File: config.mk
export PLATFORM = sky130hd
export DESIGN_NAME = ob_table_cnt_csa_acc
export DESIGN_NICKNAME = d
export VERILOG_FILES = /design/src/rtl/ob_pkg.sv /design/src/rtl/ob_table_cnt_csa_tree.sv /design/src/rtl/ob_table_cnt_csa_acc.sv
export SDC_FILE = /design/constraint.sdc
export NUM_CORES = 1
export LEC_CHECK = 0
export CELL_PAD_IN_SITES_DETAIL_PLACEMENT = 1
export CELL_PAD_IN_SITES_GLOBAL_PLACEMENT = 1
export CORE_UTILIZATION = 39
export CTS_BUF_LIST = sky130_fd_sc_hd__clkbuf_2 sky130_fd_sc_hd__clkbuf_4 sky130_fd_sc_hd__clkbuf_8
export CTS_CLUSTER_SIZE = 25
export DETAILED_ROUTE_END_ITERATION = 10
export GPL_TIMING_DRIVEN = 0
export PLACE_DENSITY_LB_ADDON = 0.1
export REMOVE_ABC_BUFFERS = 1
export SYNTH_ARGS = -nofsm -noshare
export SYNTH_HDL_FRONTEND = slang
export SYNTH_SLANG_ARGS = --single-unit
File: constraint.sdc
create_clock -name clk -period 2.4 [get_ports clk]
set_input_delay 0.48 -clock clk [delete_from_list [all_inputs] [get_ports clk]]
set_output_delay 0.48 -clock clk [all_outputs]
set_load 0.01 [all_outputs]
File: src/rtl/ob_pkg.sv
// Shared types and helpers for the order-book table counting accumulator.
package ob_pkg;

  typedef enum logic {
    CSA_3_2,
    CSA_4_2
  } csa_op_t;

  typedef enum logic [1:0] {
    IDLE,
    DRAIN,
    RESOLVE,
    DONE
  } cnt_acc_state_t;

  // Number of chunked carry-propagate cycles needed to resolve a w-bit sum.
  function automatic int unsigned cpa_rounds(input int unsigned w, input int unsigned chunk);
    return (w + chunk - 1) / chunk;
  endfunction

endpackage

File: src/rtl/ob_table_cnt_csa_tree.sv
// Combinational N->2 carry-save reduction of the masked lane words.
// Optional dropped-carry output under OB_TABLE_CNT_CSA_ACC_OVF_EN.
module ob_table_cnt_csa_tree
  import ob_pkg::*;
#(
  parameter int unsigned W  = 32,
  parameter int unsigned N  = 8,
  parameter csa_op_t     OP = CSA_3_2
) (
  input  logic [N-1:0][W-1:0] x,
  output logic [W-1:0]        s,
  output logic [W-1:0]        c
`ifdef OB_TABLE_CNT_CSA_ACC_OVF_EN
  ,
  output logic                drop
`endif
);

  function automatic logic [2*W-1:0] csa(input logic [W-1:0] a, input logic [W-1:0] b,
                                         input logic [W-1:0] d);
    return {a ^ b ^ d, ((a & b) | (a & d) | (b & d)) << 1};
  endfunction

`ifdef OB_TABLE_CNT_CSA_ACC_OVF_EN
  function automatic logic csa_drop(input logic [W-1:0] a, input logic [W-1:0] b,
                                    input logic [W-1:0] d);
    return (a[W-1] & b[W-1]) | (a[W-1] & d[W-1]) | (b[W-1] & d[W-1]);
  endfunction
`endif

  logic [W-1:0] ps, pc, t_s, t_c;

  always_comb begin
    ps  = '0;
    pc  = '0;
    t_s = '0;
    t_c = '0;
`ifdef OB_TABLE_CNT_CSA_ACC_OVF_EN
    drop = 1'b0;
`endif
    if (OP == CSA_4_2) begin
      // each 4:2 step folds two lanes through two chained 3:2 compressors
      for (int unsigned i = 0; i + 1 < N; i += 2) begin
        {t_s, t_c} = csa(ps, pc, x[i]);
`ifdef OB_TABLE_CNT_CSA_ACC_OVF_EN
        drop = drop | csa_drop(ps, pc, x[i]) | csa_drop(t_s, t_c, x[i+1]);
`endif
        {ps, pc} = csa(t_s, t_c, x[i+1]);
      end
      if (N % 2 == 1) begin
`ifdef OB_TABLE_CNT_CSA_ACC_OVF_EN
        drop = drop | csa_drop(ps, pc, x[N-1]);
`endif
        {ps, pc} = csa(ps, pc, x[N-1]);
      end
    end else begin
      for (int unsigned i = 0; i < N; i++) begin
`ifdef OB_TABLE_CNT_CSA_ACC_OVF_EN
        drop = drop | csa_drop(ps, pc, x[i]);
`endif
        {ps, pc} = csa(ps, pc, x[i]);
      end
    end
    s = ps;
    c = pc;
  end

endmodule

File: src/rtl/ob_table_cnt_csa_acc.sv
// Pipelined multi-lane carry-save running-sum accumulator with chunked resolve.
// Sticky overflow tracking is enabled by defining OB_TABLE_CNT_CSA_ACC_OVF_EN.
module ob_table_cnt_csa_acc
  import ob_pkg::*;
#(
  parameter int unsigned W         = 32,
  parameter int unsigned N         = 8,
  parameter csa_op_t     OP        = CSA_3_2,
  parameter int unsigned CPA_CHUNK = 8
) (
  input  logic                clk,
  input  logic                arst_n,
  input  logic                in_vld,
  output logic                in_rdy,
  input  logic [N-1:0][W-1:0] in_x,
  input  logic [N-1:0]        in_msk,
  input  logic                in_clr,
  input  logic                rd_req,
  input  logic                rd_clr,
  output logic                out_vld,
  output logic [W-1:0]        out_sum,
  output logic                out_ovf
);

  localparam int unsigned R  = cpa_rounds(W, CPA_CHUNK);
  localparam int unsigned PW = R * CPA_CHUNK;
  localparam int unsigned KW = (R > 1) ? $clog2(R) : 1;

  function automatic logic [2*W-1:0] csa(input logic [W-1:0] a, input logic [W-1:0] b,
                                         input logic [W-1:0] d);
    return {a ^ b ^ d, ((a & b) | (a & d) | (b & d)) << 1};
  endfunction

  cnt_acc_state_t state, state_nxt;
  logic [N-1:0][W-1:0] x_m;
  logic [W-1:0] t_s, t_c, s1_s, s1_c, acc_s, acc_c;
  logic [W-1:0] base_s, base_c, m0_s, m0_c, m_s, m_c, acc_s_nxt, acc_c_nxt;
  logic [PW-1:0] snap_s, snap_c;
  logic [CPA_CHUNK:0] ext;
  logic [KW-1:0] k;
  logic s1_vld, s1_clr, rd_clr_q, cy_q, in_acc, rd_acc;

`ifdef OB_TABLE_CNT_CSA_ACC_OVF_EN
  // bit position of weight 2^W inside the last chunk's {carry, sum}
  localparam int unsigned LB = W - (R - 1) * CPA_CHUNK;

  function automatic logic csa_drop(input logic [W-1:0] a, input logic [W-1:0] b,
                                    input logic [W-1:0] d);
    return (a[W-1] & b[W-1]) | (a[W-1] & d[W-1]) | (b[W-1] & d[W-1]);
  endfunction

  logic t_drop, s1_drop, acc_ovf, acc_ovf_nxt, snap_ovf;
`endif

  assign in_acc = in_vld & in_rdy;
  assign rd_acc = rd_req & in_rdy;

  always_comb begin
    for (int unsigned i = 0; i < N; i++) x_m[i] = in_msk[i] ? in_x[i] : '0;
  end

  ob_table_cnt_csa_tree #(
    .W (W),
    .N (N),
    .OP(OP)
  ) u_tree (
    .x   (x_m),
    .s   (t_s),
    .c   (t_c)
`ifdef OB_TABLE_CNT_CSA_ACC_OVF_EN
    ,
    .drop(t_drop)
`endif
  );

  always_ff @(posedge clk or negedge arst_n) begin
    if (!arst_n) begin
      s1_vld  <= 1'b0;
      s1_clr  <= 1'b0;
      s1_s    <= '0;
      s1_c    <= '0;
`ifdef OB_TABLE_CNT_CSA_ACC_OVF_EN
      s1_drop <= 1'b0;
`endif
    end else begin
      s1_vld <= in_acc;
      s1_clr <= in_acc & in_clr;
      if (in_acc) begin
        s1_s    <= t_s;
        s1_c    <= t_c;
`ifdef OB_TABLE_CNT_CSA_ACC_OVF_EN
        s1_drop <= t_drop;
`endif
      end
    end
  end

  always_comb begin
    base_s = s1_clr ? '0 : acc_s;
    base_c = s1_clr ? '0 : acc_c;
    {m0_s, m0_c} = csa(base_s, base_c, s1_s);
    {m_s, m_c}   = csa(m0_s, m0_c, s1_c);
    acc_s_nxt = s1_vld ? m_s : acc_s;
    acc_c_nxt = s1_vld ? m_c : acc_c;
`ifdef OB_TABLE_CNT_CSA_ACC_OVF_EN
    acc_ovf_nxt = s1_vld ? ((~s1_clr & acc_ovf) | s1_drop | csa_drop(base_s, base_c, s1_s) |
                            csa_drop(m0_s, m0_c, s1_c))
                         : acc_ovf;
`endif
  end

  assign ext = {1'b0, snap_s[CPA_CHUNK-1:0]} + {1'b0, snap_c[CPA_CHUNK-1:0]} +
               {{CPA_CHUNK{1'b0}}, cy_q};

  always_ff @(posedge clk or negedge arst_n) begin
    if (!arst_n) state <= IDLE;
    else         state <= state_nxt;
  end

  always_comb begin
    state_nxt = state;
    in_rdy    = 1'b0;
    out_vld   = 1'b0;
    unique case (state)
      IDLE: begin
        in_rdy = 1'b1;
        if (rd_req) state_nxt = DRAIN;
      end
      DRAIN:   state_nxt = RESOLVE;
      RESOLVE: if (k == KW'(R - 1)) state_nxt = DONE;
      DONE: begin
        out_vld   = 1'b1;
        state_nxt = IDLE;
      end
      default: state_nxt = IDLE;
    endcase
  end

  always_ff @(posedge clk or negedge arst_n) begin
    if (!arst_n) begin
      acc_s    <= '0;
      acc_c    <= '0;
      snap_s   <= '0;
      snap_c   <= '0;
      k        <= '0;
      cy_q     <= 1'b0;
      rd_clr_q <= 1'b0;
      out_sum  <= '0;
`ifdef OB_TABLE_CNT_CSA_ACC_OVF_EN
      acc_ovf  <= 1'b0;
      snap_ovf <= 1'b0;
      out_ovf  <= 1'b0;
`endif
    end else begin
      if (rd_acc) rd_clr_q <= rd_clr;
      if (state == DRAIN) begin
        // snapshot the next-state value so the beat folded during DRAIN is included
        snap_s <= PW'(acc_s_nxt);
        snap_c <= PW'(acc_c_nxt);
        k      <= '0;
        cy_q   <= 1'b0;
        acc_s  <= rd_clr_q ? '0 : acc_s_nxt;
        acc_c  <= rd_clr_q ? '0 : acc_c_nxt;
`ifdef OB_TABLE_CNT_CSA_ACC_OVF_EN
        snap_ovf <= acc_ovf_nxt;
        acc_ovf  <= rd_clr_q ? 1'b0 : acc_ovf_nxt;
`endif
      end else begin
        acc_s <= acc_s_nxt;
        acc_c <= acc_c_nxt;
`ifdef OB_TABLE_CNT_CSA_ACC_OVF_EN
        acc_ovf <= acc_ovf_nxt;
`endif
        if (state == RESOLVE) begin
          snap_s <= snap_s >> CPA_CHUNK;
          snap_c <= snap_c >> CPA_CHUNK;
          cy_q   <= ext[CPA_CHUNK];
          k      <= k + 1'b1;
          for (int unsigned b = 0; b < W; b++) begin
            if (KW'(b / CPA_CHUNK) == k) out_sum[b] <= ext[b % CPA_CHUNK];
          end
`ifdef OB_TABLE_CNT_CSA_ACC_OVF_EN
          if (k == KW'(R - 1)) out_ovf <= snap_ovf | ext[LB];
`endif
        end
      end
    end
  end

`ifndef OB_TABLE_CNT_CSA_ACC_OVF_EN
  assign out_ovf = 1'b0;
`endif

endmodule

==> reports/summary.txt, run 1 <==
Setup crit end kind: flop
worst-path cell chain: buf_16 > buf_6 > and2_4 > ha_4 > inv_2 > fa_2 > fa_1 > fa_2 > fa_1 > inv_2 > fa_2 > fa_2 > mux2_4
H-tree depth: 2
CP top delay family: adder cells
max_slew headroom: 48.02%
Peak VDD IR: 1.066 mV
final worst-path setup slack: -1523 ps
CTS tree: done
clock skew: 16.22 ps
status: finished, violations left
Slew @ Worst Pin: 779.7 ps
Slew Viols, Final: 0
via count: 12950
Tot Pwr: 28.85 mW
vias in the first global route: 14630
Synth area leader: dfrtp_1
switching power of the nets: 12.00 mW
maximum clock frequency: 254.9 MHz
DRT iter0 DRCs: 468
mapped cell area: 17670 um^2
initial core utilization: 39.79%
Synth Flop Type: dfrtp_1
area delta synth->final: 41.17%
largest net degree at the start of global routing: 100
RePlAce Congestion: 0.7987
Total GRT Usage: 22.39%
num rows: 77
required time of the critical path: 2830 ps
RSZ-0062 raised after global routing: yes
I/O Pins: 305
die width: 214.9 um
placed instance area: 21310 um^2
CP most frequent cell: fa_2
Detailed Routing Iterations Pass 1: 4
Clock power frac: 14.1%
CP max FO: 8
most numerous cell in the Yosys netlist: inv_1
PwrDens: 1156 nW/um^2
FFs w/ async S/R, synth: 100.0%
Final Net Count: 2587
Num CTS Buffers: 43
per-cell routed wire length: 20.30 um
failing checks: setup timing
Pint: 16.85 mW
Synth area leaders: dfrtp_1, fa_1, mux2_2
routed vias/inst: 4.895
Post-synth top cells: inv_1, fa_1, dfrtp_1
CP bufs+invs: 4
I/O Buffers: 303
drt drc: 0
sequential area share after synthesis: 32.71%
Final Cycle Share: 163.4%
CTS max path bufs: 3
Worst-Skew Late Latency: 540 ps
fin area: 24950 um^2
max_cap viols: 0
final hold violation count: 0
Worst setup SP type: input port
slowest stage delay, CP: 550 ps
Syn Area/Cell: 10.46 um^2
initial antenna violation count: 1
CP arrival: 4350 ps
EDFF count, synth: 0
Worst Setup Path Type: input port to flop
Logic pwr share: 61.9%
clock root cell: clkbuf_8
setup_tns: -94210 ps
GR Overflow Total: 0
FILL cells: 4619
final WL: 53690 um
crit path time final: 3923 ps
chip height: 214.9 um
layout cells sized above 1: 35.53%
Hold Crit Class: input port to async pin
Switching Share: 41.60%
hpwl dp: 36710 um
Setup-failing EPs final: 146
post-synth cell types: 42
total die area: 46170 um^2
Core ar.: 44410 um^2
Clock Pin Slew Worst Setup and Hold Paths: 70 ps
Crit-path slowest cell: fa_2
Post-DRT Antenna Nets: 0
leakage power: 10.78 nW
Mapped Cells: 1689
Ys Warns: 0
synthesis-stage register bit count: 231
first-pass GRT wire length: 81070 um
Clock Sinks: 231
sequential share of power: 23.9%
top-area cell type share of the netlist area: 32.71%
registers in the layout, indices dropped and copies added (netlist names):
register  flops
s1_s         32
s1_c         31
s1_clr        1
snap_c       32
state         2
acc_c        32
out_sum      32
acc_s        32
snap_s       32
cy_q          1
rd_clr_q      1
k             2
s1_vld        1
path summary, 6_finish.rpt:
| check | slack (ps) | startpoint | cells after the start | end |
|---|---|---|---|---|
| max in group asynchronous | 1070 | arst_n | 3 | s1_vld$_DFF_PN0_ |
| worst max register to register | -310 | s1_clr$_DFF_PN0_ | 9 | snap_s[11]$_DFFE_PN0P_ |
| worst max-delay path | -1520 | in_msk[0] | 13 | s1_c[17]$_DFFE_PN0P_ |
| min in group clk | 480 | out_sum[26]$_DFFE_PN0P_ | 2 | out_sum[26]$_DFFE_PN0P_ |
| worst min-delay path | 470 | arst_n | 2 | s1_c[26]$_DFFE_PN0P_ |
| worst min register to register | 480 | out_sum[26]$_DFFE_PN0P_ | 2 | out_sum[26]$_DFFE_PN0P_ |
power by group through the flow:
stage               logic (mW)  registers, mW  clock network (mW)
global route              19.9           7.10                4.35
global placement          12.6           6.69                   0
CTS                       15.2           6.63                4.18
finish                    17.9           6.90                4.07
detailed placement        13.9           6.65                   0
floorplan                 9.01           6.51                   0
cell families (layout without fill, tap and decap cells):
kind of cell	after synthesis	in the layout	synth area share, %
buf+inv	326	688	7.059
fa+ha+maj	295	295	31.21
flops	231	231	32.71
compound gates	141	141	4.503
xor+xnor	18	18	0.9346
other cells	1	2	0.02122
simple gates	526	527	14.38
mux	151	151	9.183
placed cells by master, fill, tap and decap left out, types with 9 or more instances in the layout:
cell               n
dfrtp_1          228
clkdlybuf4s50_1  220
nand2_1          174
inv_1            171
fa_2             130
fa_1             113
nor2_1           109
inv_2             74
and2_1            73
and2_4            59
nand2b_4          56
clkbuf_8          56
mux2_4            48
mux2_2            39
ha_4              36
a21oi_1           33
o21ai_1           31
dlygate4sd2_1     29
buf_4             26
mux2i_2           23
a21oi_2           22
mux2i_1           21
buf_2             19
mux2i_4           18
ha_1              16
nand2_2           15
o22ai_1           15
clkbuf_2          15
o21ai_0           13
clkbuf_4          13
buf_16            13
xnor2_1           12
buf_6             11
nand2b_1           9
nor2_2             9
repair_timing:
action,in CTS,in global routing
endpoints found under the setup margin,136,178
buffers inserted,13,33
endpoints found under the hold margin,48,0
cloned,7,7
hold buffers,1,0
gates resized for setup,411,354
pin swaps,138,197
metal layers:
metal  routed length (um)  vias to the layer above  global-route usage (%)
met1                23500                     6779                   30.91
met2                26850                      252                   37.16
li1                     -                     5871                       -
met4                  661                        0                   4.095
met3                 2669                       45                   3.977
met5                    0                        -                       0
final cells by class:
class	count	area (um^2)	area share (%)
Clock inverter	6	55.05	0.2207
Inverter	246	935.9	3.751
Antenna cell	1	2.502	0.01003
Clock buffer	69	868.3	3.481
Timing Repair Buffer	367	3834	15.37
Tap cell	592	740.7	2.969
Multi-Input combinational cell	1133	12720	51.00
Sequential cell	231	5789	23.21
per-stage QoR:
step | worst slack, ps | utilization, % | hold slack [ps] | cells
detailed placement | -3346 | 47.97 | 423.8 | 2511
finish | -1523 | 56.17 | 465.2 | 2645
global route | -1585 | 56.17 | 470.2 | 2645
CTS | -1596 | 52.42 | 444.5 | 2607
floorplan | -1634 | - | 184.4 | 1609
global placement | -9530 | 47.56 | 462.0 | 2504
Note: power is estimated with default switching activity, not from simulation.
==> inputs of run 2 (changes only) <==
--- a/config.mk
+++ b/config.mk
@@ -5,6 +5,7 @@
 export SDC_FILE = /design/constraint.sdc
 export NUM_CORES = 1
 export LEC_CHECK = 0
+export CAP_MARGIN = 20
 export CELL_PAD_IN_SITES_DETAIL_PLACEMENT = 1
 export CELL_PAD_IN_SITES_GLOBAL_PLACEMENT = 1
 export CORE_UTILIZATION = 39
==> reports/summary.txt, run 2 (synthesized netlist as in run 1, its figures left out) <==
via count: 12900
R2R setup slack: -350 ps
Hold Crit Class: input port to async pin
Reg area: 5789 um^2
Setup crit end kind: flop
total die area: 46170 um^2
Final Net Count: 2591
I/O Buffers: 303
die width: 214.9 um
Worst-Skew Late Latency: 560 ps
drt drc: 0
footprint of the multi-input gates: 12650 um^2
Post-DRT Antenna Nets: 0
PwrDens: 1181 nW/um^2
beginning of the critical path: in_msk[0]
vias in the first global route: 14930
maximum clock frequency: 249.6 MHz
leakage power: 10.67 nW
final WL: 52580 um
most common cell after layout, fill and taps aside: clkdlybuf4s50_1
placed instance area: 21350 um^2
Peak VDD IR: 0.9493 mV
clock root cell: clkbuf_8
Total GRT Usage: 22.55%
hpwl dp: 36820 um
per-cell routed wire length: 19.87 um
area delta synth->final: 40.99%
worst reg2reg path endpoint: snap_s[3]$_DFFE_PN0P_
Slew Viols, Final: 0
initial antenna violation count: 2
post-route insts no fill: 2646
CTS max path bufs: 3
clock skew: 23.98 ps
final worst-path setup slack: -1607 ps
crit path time final: 4007 ps
largest net degree at the start of global routing: 100
layout cells sized above 1: 32.73%
initial core utilization: 39.79%
CP max FO: 13
final hold violation count: 0
H-tree depth: 2
RSZ-0062 raised after global routing: yes
chip height: 214.9 um
Placed Cells: 2513
status: finished, violations left
Clock Sinks: 231
CTS tree: done
GR Overflow Total: 0
Worst setup SP type: input port
first-pass GRT wire length: 81750 um
Clock Pin Slew Worst Setup and Hold Paths: 60 ps
Num CTS Buffers: 42
failing checks: setup timing
Detailed Routing Iterations Pass 1: 4
RePlAce Congestion: 0.7987
FILL cells: 4664
Final Cycle Share: 166.9%
R2R depth: 9
DRT iter0 DRCs: 402
most frequent cells in the layout: clkdlybuf4s50_1, dfrtp_1, nand2_1
routed vias/inst: 4.876
Slew @ Worst Pin: 1086 ps
Setup-failing EPs final: 161
Core ar.: 44410 um^2
required time of the critical path: 2820 ps
max_slew headroom: 27.63%
Place WS: -3337 ps
max_cap viols: 0
R2R Path Start: s1_clr$_DFF_PN0_
Worst Setup Path Type: input port to flop
CP arrival: 4430 ps
fin area: 24920 um^2
I/O Pins: 305
num rows: 77
run 2: worst max path at each step:
| stage | end | slack [ps] |
|---|---|---|
| after detailed placement | s1_c[2]$_DFFE_PN0P_ | -3340 |
| final | s1_s[18]$_DFFE_PN0P_ | -1610 |
| after CTS | s1_c[2]$_DFFE_PN0P_ | -1640 |
| after global placement | rd_clr_q$_DFFE_PN0P_ | -9530 |
| after floorplan | s1_s[1]$_DFFE_PN0P_ | -1630 |
| after global routing | s1_s[12]$_DFFE_PN0P_ | -1690 |
run 2: per-stage QoR:
stage	TNS [ps]	hold slack, ps	utilization (%)	power (mW)
after floorplan	-230760	184.4	-	15.52
after global placement	-2759350	462.0	47.56	19.33
after detailed placement	-205780	424.2	48.07	20.59
after CTS	-105010	437.8	53.24	26.80
after global routing	-114750	460.3	56.10	32.01
final	-103810	447.4	56.10	29.43
run 2: worst max-delay path, stage by stage:
cell and delay, ps:
buf_12 110, buf_12 140, and2_1 140, ha_1 300
inv_2 70, fa_2 450, fa_2 570, fa_2 460
fa_1 530, inv_2 40, fa_2 550, fa_2 450
nand2_2 70, o21ai_0 80
run 2: repair_timing:
item,4_1_cts,5_1_grt
setup endpoints to repair,138,186
hold buffers,1,0
pin swaps,91,106
endpoints found under the hold margin,48,0
setup buffers,35,34
resized for setup,380,291
gates cloned,6,4
run 2: where the power goes:
part | switching, mW | leakage [nW] | total (mW) | internal, mW
registers | 1.37 | 2.95 | 6.94 | 5.57
clock network | 1.67 | 0.466 | 3.94 | 2.27
logic | 9.23 | 7.25 | 18.6 | 9.32
total | 12.3 | 10.7 | 29.4 | 17.2
run 2: cell type report:
| type | instances | area share [%] |
|---|---|---|
| Tap cell | 592 | 2.973 |
| Inverter | 246 | 3.761 |
| Multi-Input combinational cell | 1133 | 50.79 |
| Clock inverter | 3 | 0.1908 |
| Clock buffer | 68 | 3.304 |
| Sequential cell | 231 | 23.24 |
| Antenna cell | 1 | 0.01004 |
| Timing Repair Buffer | 372 | 15.74 |
run 2: per-layer routing:
layer / up-vias / GRT usage [%] / part of all wire, %
li1: 5880 / - / -
met1: 6710 / 29.88 / 42
met2: 257 / 38.55 / 51
met3: 55 / 4.529 / 5.7
met4: 0 / 3.952 / 1.1
met5: - / 0 / 0
